--- src/rtl/sisc_pkg.sv ---
// Shared SISC definitions: opcode encodings, IR field positions and default widths.
package sisc_pkg;

  localparam int AW_DEF = 16;
  localparam int IW_DEF = 32;

  typedef enum logic [3:0] {
    NOOP   = 4'd0,
    LOD    = 4'd1,
    STR    = 4'd2,
    SWP    = 4'd3,
    BRA    = 4'd4,
    BRR    = 4'd5,
    BNE    = 4'd6,
    BNR    = 4'd7,
    ALU_OP = 4'd8,
    HLT    = 4'd15
  } opcode_e;

  localparam int OP_MSB  = 31;
  localparam int OP_LSB  = 28;
  localparam int MM_MSB  = 27;
  localparam int MM_LSB  = 24;
  localparam int RD_MSB  = 23;
  localparam int RD_LSB  = 20;
  localparam int RS_MSB  = 19;
  localparam int RS_LSB  = 16;
  localparam int RT_MSB  = 15;
  localparam int RT_LSB  = 12;
  localparam int IMM_MSB = 15;
  localparam int IMM_LSB = 0;

endpackage

--- src/rtl/sisc_br_cond.sv ---
// Branch condition evaluator: compares the status flags against the mm mask
// for the conditional branch opcodes.
module sisc_br_cond
  import sisc_pkg::*;
(
  input  logic [3:0] opcode,
  input  logic [3:0] mm,
  input  logic [3:0] stat,
  output logic       br_taken
);

  logic any_match;

  assign any_match = |(stat & mm);

  always_comb begin
    br_taken = 1'b0;
    case (opcode_e'(opcode))
      BRA, BRR: br_taken = any_match;
      BNE, BNR: br_taken = ~any_match;
      default:  br_taken = 1'b0;
    endcase
  end

endmodule

--- src/rtl/sisc_fetch.sv ---
// SISC instruction fetch / PC unit: PC, IR, halt flag, branch target selection.
// Optional retired-fetch counter built only when SISC_ICOUNT_EN is defined.
module sisc_fetch
  import sisc_pkg::*;
#(
  parameter int AW = AW_DEF,
  parameter int IW = IW_DEF
) (
  input  logic          clk,
  input  logic          rst_f,
  input  logic          ir_load,
  input  logic          pc_write,
  input  logic          pc_sel,
  input  logic          br_sel,
  input  logic [3:0]    stat,
  input  logic [IW-1:0] im_data,
  output logic [AW-1:0] im_addr,
  output logic [3:0]    opcode,
  output logic [3:0]    mm,
  output logic [3:0]    rd,
  output logic [3:0]    rs,
  output logic [3:0]    rt,
  output logic [15:0]   imm,
  output logic          br_taken,
  output logic          halted,
  output logic [31:0]   icount
);

  logic [AW-1:0]        pc;
  logic [IW-1:0]        ir;
  logic signed [15:0]   imm_s;
  logic signed [AW-1:0] imm_sx;
  logic [AW-1:0]        target;
  logic [AW-1:0]        pc_next;
  logic                 ir_accept;
  logic                 pc_accept;

  assign opcode  = ir[OP_MSB:OP_LSB];
  assign mm      = ir[MM_MSB:MM_LSB];
  assign rd      = ir[RD_MSB:RD_LSB];
  assign rs      = ir[RS_MSB:RS_LSB];
  assign rt      = ir[RT_MSB:RT_LSB];
  assign imm     = ir[IMM_MSB:IMM_LSB];
  assign im_addr = pc;

  assign ir_accept = ir_load  & ~halted;
  assign pc_accept = pc_write & ~halted;

  sisc_br_cond u_br_cond (
    .opcode   (opcode),
    .mm       (mm),
    .stat     (stat),
    .br_taken (br_taken)
  );

  // Relative offsets are signed and wrap modulo 2^AW.
  assign imm_s  = signed'(imm);
  assign imm_sx = AW'(imm_s);
  assign target = br_sel ? AW'(imm) : pc + $unsigned(imm_sx);

  always_comb begin
    pc_next = pc;
    if (!pc_sel)
      pc_next = pc + AW'(1);
    else if (br_taken)
      pc_next = target;
  end

  always_ff @(posedge clk or negedge rst_f) begin
    if (!rst_f) begin
      pc     <= '0;
      ir     <= '0;
      halted <= 1'b0;
    end else begin
      if (pc_accept)
        pc <= pc_next;
      if (ir_accept)
        ir <= im_data;
      if (opcode_e'(opcode) == HLT)
        halted <= 1'b1;
    end
  end

`ifdef SISC_ICOUNT_EN
  logic [31:0] icount_q;

  always_ff @(posedge clk or negedge rst_f) begin
    if (!rst_f)
      icount_q <= '0;
    else if (ir_accept && (icount_q != 32'hFFFF_FFFF))
      icount_q <= icount_q + 32'd1;
  end

  assign icount = icount_q;
`else
  assign icount = 32'd0;
`endif

endmodule

--- config.mk ---
export PLATFORM = sky130hd
export DESIGN_NAME = sisc_fetch
export DESIGN_NICKNAME = d
export VERILOG_FILES = /design/src/rtl/sisc_pkg.sv /design/src/rtl/sisc_br_cond.sv /design/src/rtl/sisc_fetch.sv
export SDC_FILE = /design/constraint.sdc
export NUM_CORES = 1
export LEC_CHECK = 0
export CAP_MARGIN = 10
export CORE_MARGIN = 8
export CORE_UTILIZATION = 48
export DETAILED_ROUTE_END_ITERATION = 10
export HOLD_SLACK_MARGIN = 0.1
export PLACE_DENSITY = 0.93
export RECOVER_POWER = 100
export SLEW_MARGIN = 20
export SYNTH_ARGS = -nofsm -noshare
export SYNTH_HDL_FRONTEND = slang
export SYNTH_HIERARCHICAL = 1
export SYNTH_SLANG_ARGS = --single-unit
--- constraint.sdc ---
create_clock -name clk -period 3.7 [get_ports clk]
set_input_delay 0.74 -clock clk [delete_from_list [all_inputs] [get_ports clk]]
set_output_delay 0.74 -clock clk [all_outputs]
set_load 0.01 [all_outputs]
==> flow_summary.json, run 1 <==
{
  "async_reset_ff_share_pct": 100,
  "grt_max_degree": 50,
  "cts-resized-gates": 0,
  "syn-instance-count": 357,
  "p_per_area_nw_per_um2": 939,
  "cap_violations": 2,
  "syn_area_per_cell_um2": 9.46,
  "leakagePower_nw": 1.82,
  "violations": "max-capacitance violations, max-slew violations",
  "area_delta_synth_final_pct": 27.8,
  "drt_wl_total_mm": 9.75,
  "endpoint": "br_taken",
  "die_y_um": 99.9,
  "io_pins": 128,
  "rows": 30,
  "drt-pass1-iter-count": 7,
  "min_period_ps": 3360,
  "hpwl_mm": 7.42,
  "required_ps": 2960,
  "drt_iter0_markers": 461,
  "wl_per_cell_um": 18.1,
  "ys.warnings.count": 6,
  "fin_util_pct": 63.6,
  "fin_ws_ps": 339,
  "hold_viol": 0,
  "yosys-top-cells-area": "dfrtp_1, mux2_2, buf_4",
  "syn_area_um2": 3380,
  "fin_area_um2": 4320,
  "grt_overflow": 0,
  "antenna_found_initial": 0,
  "finalNonFillerCells": 539,
  "fin_nets": 501,
  "cts_hold_buf": 0,
  "dieArea_um2": 9980,
  "dpl-instance-area_um2": 4250,
  "crit_path_max_incr_delay_ps": 620,
  "synth_ff_type": "dfrtp_1",
  "reg2reg_slack_ps": 870,
  "fmax_mhz": 298,
  "rr_startpoint": "im_addr[0]$_DFFE_PN0P_",
  "die_x_um": 99.9,
  "cts_buffers": 5,
  "dp_cells": 531,
  "critical_path_class": "input port to output pin",
  "dp_slack_ps": 603,
  "grt_usage_pct": 19.1,
  "crit_chain": "dlygate4sd3_1 -> a22oi_1 -> a21oi_1 -> and4bb_2 -> dlygate4sd3_1",
  "core_area_um2": 6790,
  "crit_top_cell": "dlygate4sd3_1",
  "rsz0062_at_grt": "no",
  "ys_ff_latch": 49,
  "hold-worst-slack_ps": 513,
  "clock-sinks": 49,
  "postCtsSetupBuffers": 0,
  "viasPerCell": 5.77,
  "port_buffers": 95,
  "r2r-end": "im_addr[14]$_DFFE_PN0P_",
  "cp_max_fo": 2,
  "initial_utilization_pct": 49.7,
  "crit_path_start_kind": "input port",
  "ir_drop_mv": 0.533,
  "r2r_cells": 9,
  "tns_ps": 0,
  "ant_nets": 0,
  "finalMaxSlewViolations": 84,
  "synth-seq-area-share_pct": 36.3,
  "synth_edf_count": 0,
  "insertion_delay_ps": 300,
  "root_buffer": "clkbuf_8",
  "cts.clk_slew.worst_paths_ps": 90,
  "synth_top_area_share_pct": 36.3,
  "max_slew_margin_pct": -74.3,
  "critical_path.slowest_cell": "dlygate4sd3_1",
  "multi_input_area_um2": 1890,
  "crit_path_end_kind": "output pin",
  "final-seq-area_um2": 1230,
  "timing.final.crit_share_pct": 90.8,
  "cts.path.max_buffers": 2,
  "yosysUniqueCellTypes": 52,
  "htreeDepth": 2,
  "nFillCells": 545,
  "cts_tree": "built",
  "drc": 0,
  "antenna_cells": 0,
  "outcome": "complete, but fails checks",
  "yosysTopAreaCell": "dfrtp_1",
  "drive_gt1_share_pct": 11.1,
  "grt_pass1_wl_mm": 15.5,
  "startpoint": "stat[2]",
  "via_count": 3112,
  "hp-class": "register to register",
  "critPathArrivalTime_ps": 2620,
  "gp_congestion": 0.901,
  "power_mw": 4.05,
  "setup-violations-final": 0,
  "grt_pass1_vias": 3164,
  "skew_ps": 5.81,
  "tightest_slew_ps": 2610
}
==> sequential cells by signal, indices dropped and copies added, names as in the netlist <==
register	flops
halted	1
im_addr	16
ir	32
==> worst min-delay path by stage <==
stage	cells past startpoint	slack, ps	from	endpoint
2_1_floorplan	0	440	rst_f	halted$_DFFE_PN0N_
3_3_place_gp	1	490	ir[17]$_DFFE_PN0P_	ir[17]$_DFFE_PN0P_
3_5_place_dp	1	500	ir[23]$_DFFE_PN0P_	ir[23]$_DFFE_PN0P_
4_1_cts	1	520	ir[22]$_DFFE_PN0P_	ir[22]$_DFFE_PN0P_
5_1_grt	1	530	ir[22]$_DFFE_PN0P_	ir[22]$_DFFE_PN0P_
6_report	1	510	ir[23]$_DFFE_PN0P_	ir[23]$_DFFE_PN0P_
==> routing by layer <==
layer | routed length [µm] | global-route usage [%]
met5 | 0 | 0
met3 | 1160 | 6.37
met4 | 228 | 6.52
met2 | 4700 | 33.2
met1 | 3670 | 21.2
==> critical path: cells and delay by family <==
kind            cells  cell delay (ps)
simple gates        1              320
compound gates      2              400
buf+inv             2             1170
==> report_power, final <==
part,internal (mW),leakage [nW],switching [mW],total [mW]
clock,0.131,0.0439,0.183,0.314
combinational,1.25,1.20,1.34,2.59
sequential,0.799,0.572,0.349,1.15
total,2.18,1.82,1.87,4.05
==> cells in the final DEF, fill, tap and decap left out, types with 3 or more instances in the layout <==
cell type	instances
o21ai_0	22
nor2b_1	3
mux2_2	32
mux2i_1	3
clkbuf_8	5
xor2_1	8
a22oi_1	4
inv_1	7
xnor2_1	5
nand2_1	24
ha_1	16
nand2b_1	4
clkdlybuf4s50_1	38
a221o_1	3
nand3_1	11
o22ai_1	3
conb_1	32
dlygate4sd3_1	56
a21o_1	5
nor2_1	23
a221oi_1	3
a31oi_1	6
and3_1	3
nand4_1	3
o21ai_1	4
a21oi_1	32
nor3b_1	3
dfrtp_1	49
==> cells by family after synthesis <==
| kind of cell | after synthesis | share of synthesized area, % |
|---|---|---|
| other | 1 | 0.111 |
| AOI/OAI and AO/OA | 100 | 18.9 |
| buffers and inverters | 59 | 11.2 |
| xor gates and xnor gates | 13 | 3.37 |
| adders and majority gates | 17 | 6.52 |
| and+or+nand+nor | 82 | 11.7 |
| muxes | 36 | 11.9 |
| DFF | 49 | 36.3 |
==> final cells by class <==
type                            instances  share of cell area (%)
Multi-Input combinational cell        280                    43.7
Sequential cell                        49                    28.4
Timing Repair Buffer                   98                    22.3
Tap cell                               96                    2.78
Clock buffer                            5                    1.59
Inverter                                8                   0.811
Clock inverter                          3                   0.406
==> cell usage after synthesis (all sizes together) (2+ instances only) <==
library cell / n
a221oi: 4
a21oi: 33
xnor2: 5
buf: 37
o21ai: 27
nor3b: 3
nor2: 23
clkbuf: 14
o21a: 2
nand4: 3
nand2b: 4
xor2: 8
inv: 7
o22ai: 3
nand3: 11
a221o: 3
mux2i: 3
a21o: 5
a22oi: 4
a31oi: 6
and3: 3
and2: 2
nor3: 2
nand2: 24
ha: 16
mux2: 33
o32ai: 2
nor2b: 4
dfrtp: 49
o31ai: 2
No activity file was read; power rests on OpenSTA's default activity.
==> inputs of run 2 (changes only) <==
--- a/config.mk
+++ b/config.mk
@@ -17,3 +17,4 @@
 export SYNTH_HDL_FRONTEND = slang
 export SYNTH_HIERARCHICAL = 1
 export SYNTH_SLANG_ARGS = --single-unit
+export TNS_END_PERCENT = 20
==> results of run 2 <==
Same layout as run 1: the final DEF is identical, and so are final timing and power.
==> inputs of run 3 (changes only) <==
--- a/config.mk
+++ b/config.mk
@@ -6,10 +6,10 @@
 export NUM_CORES = 1
 export LEC_CHECK = 0
 export CAP_MARGIN = 10
-export CORE_MARGIN = 8
 export CORE_UTILIZATION = 48
+export CTS_CLUSTER_SIZE = 12
 export DETAILED_ROUTE_END_ITERATION = 10
-export HOLD_SLACK_MARGIN = 0.1
+export HOLD_SLACK_MARGIN = 0.02
 export PLACE_DENSITY = 0.93
 export RECOVER_POWER = 100
 export SLEW_MARGIN = 20
==> flow_summary.json, run 3 (synthesized netlist as in run 1, its figures left out) <==
{
  "outcome": "complete, but fails checks",
  "violations": "max-capacitance violations, max-slew violations",
  "setup-violations-final": 0,
  "die_x_um": 85.9,
  "core_area_um2": 6790,
  "clock-sinks": 49,
  "drc": 0,
  "tns_ps": 0,
  "power.share.sequential_pct": 27.8,
  "grtUsageMet3_pct": 5.49,
  "antenna_cells": 0,
  "leakagePower_nw": 1.82,
  "rr_startpoint": "im_addr[0]$_DFFE_PN0P_",
  "hold_end": "ir[19]$_DFFE_PN0P_",
  "dp_cells": 530,
  "root_buffer": "clkbuf_8",
  "initial_utilization_pct": 49.7,
  "critical_path_class": "input port to output pin",
  "grt_pass1_wl_mm": 13.8,
  "critical_path.slowest_cell": "dlygate4sd3_1",
  "cts.path.max_buffers": 2,
  "cts_hold_buf": 0,
  "largest_register": "ir",
  "max_slew_margin_pct": -74.2,
  "p_sw_mw": 1.79,
  "dp_slack_ps": 594,
  "insertion_delay_ps": 310,
  "tightest_slew_ps": 2610,
  "cts.clk_slew.worst_paths_ps": 90,
  "fmax_mhz": 300,
  "cts-resized-gates": 0,
  "drt-pass1-iter-count": 5,
  "holdPathStages": 1,
  "cts_buffers": 5,
  "hp-class": "register to register",
  "swShare_pct": 44.3,
  "fin_ws_ps": 367,
  "timing.final.crit_share_pct": 90.1,
  "via_count": 3033,
  "min-delay-start": "ir[19]$_DFFE_PN0P_",
  "drive_gt1_share_pct": 10.9,
  "rsz0062_at_grt": "no",
  "hold-worst-slack_ps": 514,
  "postCtsSetupBuffers": 0,
  "r2r_cells": 9,
  "r2r-end": "im_addr[14]$_DFFE_PN0P_",
  "wl_per_cell_um": 15.2,
  "ant_nets": 0,
  "p_int_mw": 2.25,
  "crit_buf_inv": 2,
  "drt_iter0_markers": 327,
  "ir_drop_mv": 0.448,
  "clockPowerShare_pct": 9.7,
  "gp_congestion": 0.889,
  "crit_path_end_kind": "output pin",
  "grt-busiest-layer": "met2",
  "antenna_found_initial": 0,
  "layout_commonest_cell": "dlygate4sd3_1",
  "required_ps": 2960,
  "nFillCells": 538,
  "p_per_area_nw_per_um2": 932,
  "path_delay_family": "buffers and inverters",
  "crit_chain": "dlygate4sd3_1 -> a22oi_1 -> a21oi_1 -> and4bb_2 -> dlygate4sd3_1",
  "grt_util_met1_pct": 30.2,
  "port_buffers": 95,
  "drt_wl_total_mm": 8.17,
  "cts_tree": "built",
  "grt_use_met2_pct": 39.1,
  "final_cell_mix": "dlygate4sd3_1, dfrtp_1, clkdlybuf4s50_1",
  "min_period_ps": 3330,
  "crit_path_start_kind": "input port",
  "viasPerCell": 5.64,
  "finalMaxSlewViolations": 84,
  "comb_power_share_pct": 62.5,
  "hold_viol": 0,
  "fin_nets": 500,
  "htreeDepth": 2,
  "largest_reg_flops": 32,
  "grt_max_degree": 50,
  "grt_pass1_vias": 2924,
  "rows": 30,
  "dieArea_um2": 7380,
  "reg2reg_slack_ps": 950,
  "grt_overflow": 0,
  "crit_top_cell": "dlygate4sd3_1",
  "die_y_um": 85.9,
  "hpwl_mm": 6.21,
  "crit_path_max_incr_delay_ps": 610,
  "skew_ps": 10.3,
  "critPathArrivalTime_ps": 2590,
  "area_delta_synth_final_pct": 28.5,
  "io_pins": 128,
  "finalNonFillerCells": 538,
  "cap_violations": 2,
  "grt_usage_pct": 23.4,
  "cp_max_fo": 2
}
run 3: changes by cell type in the layout (fill, tap and decap cells not counted), sizes merged:
cell      before  now
clkinv         3    2
buf            2    1
bufinv         0    1
clkbuf         7    8
clkinvlp       1    0
run 3: routing by layer:
layer / part of all wire, % / vias to the layer above
met5: 0 / -
met4: 1.5 / 0
met3: 9.3 / 14
met2: 49 / 182
met1: 40 / 1440
li1: - / 1397
run 3: per-stage QoR:
| step | power, mW | utilization, % | cell area (µm²) |
|---|---|---|---|
| floorplan | 2.77 | - | 3490 |
| global placement | 3.68 | 62.4 | 4240 |
| detailed placement | 3.75 | 62.4 | 4240 |
| CTS | 4.17 | 64.0 | 4350 |
| global route | 4.35 | 63.9 | 4340 |
| finish | 4.05 | 63.9 | 4340 |
run 3: layout make-up:
cell class	instances	area (µm²)	share of cell area [%]
clock buffer	6	72.6	1.67
clock inverter	2	38.8	0.894
inverter	8	35.0	0.807
multi-input combinational	280	1890	43.6
sequential	49	1230	28.3
tap	96	120	2.77
timing repair buffer	97	956	22.0
run 3: worst max path at each step:
| stage | to | cells past startpoint | from | slack [ps] |
|---|---|---|---|---|
| global placement | br_taken | 5 | stat[0] | 670 |
| CTS | br_taken | 5 | stat[2] | 590 |
| detailed placement | br_taken | 5 | stat[2] | 590 |
| finish | br_taken | 5 | stat[0] | 370 |
| global route | br_taken | 5 | stat[0] | 290 |
| floorplan | im_addr[12]$_DFFE_PN0P_ | 9 | im_addr[0]$_DFFE_PN0P_ | 1190 |
run 3: worst reg2reg max path, delay by kind of cell, from the launching register on:
kind            cells  cell delay [ps]
fa+ha+maj           2              680
flops               1              460
simple gates        1              160
compound gates      5             1160
xor+xnor            1              190
run 3: power groups by stage:
stage / combinational [mW] / clock, mW / sequential (mW)
after floorplan: 1.58 / 0 / 1.18
after detailed placement: 2.61 / 0 / 1.14
final: 2.53 / 0.393 / 1.12
after global routing: 2.76 / 0.420 / 1.17
after CTS: 2.63 / 0.402 / 1.13
after global placement: 2.55 / 0 / 1.13
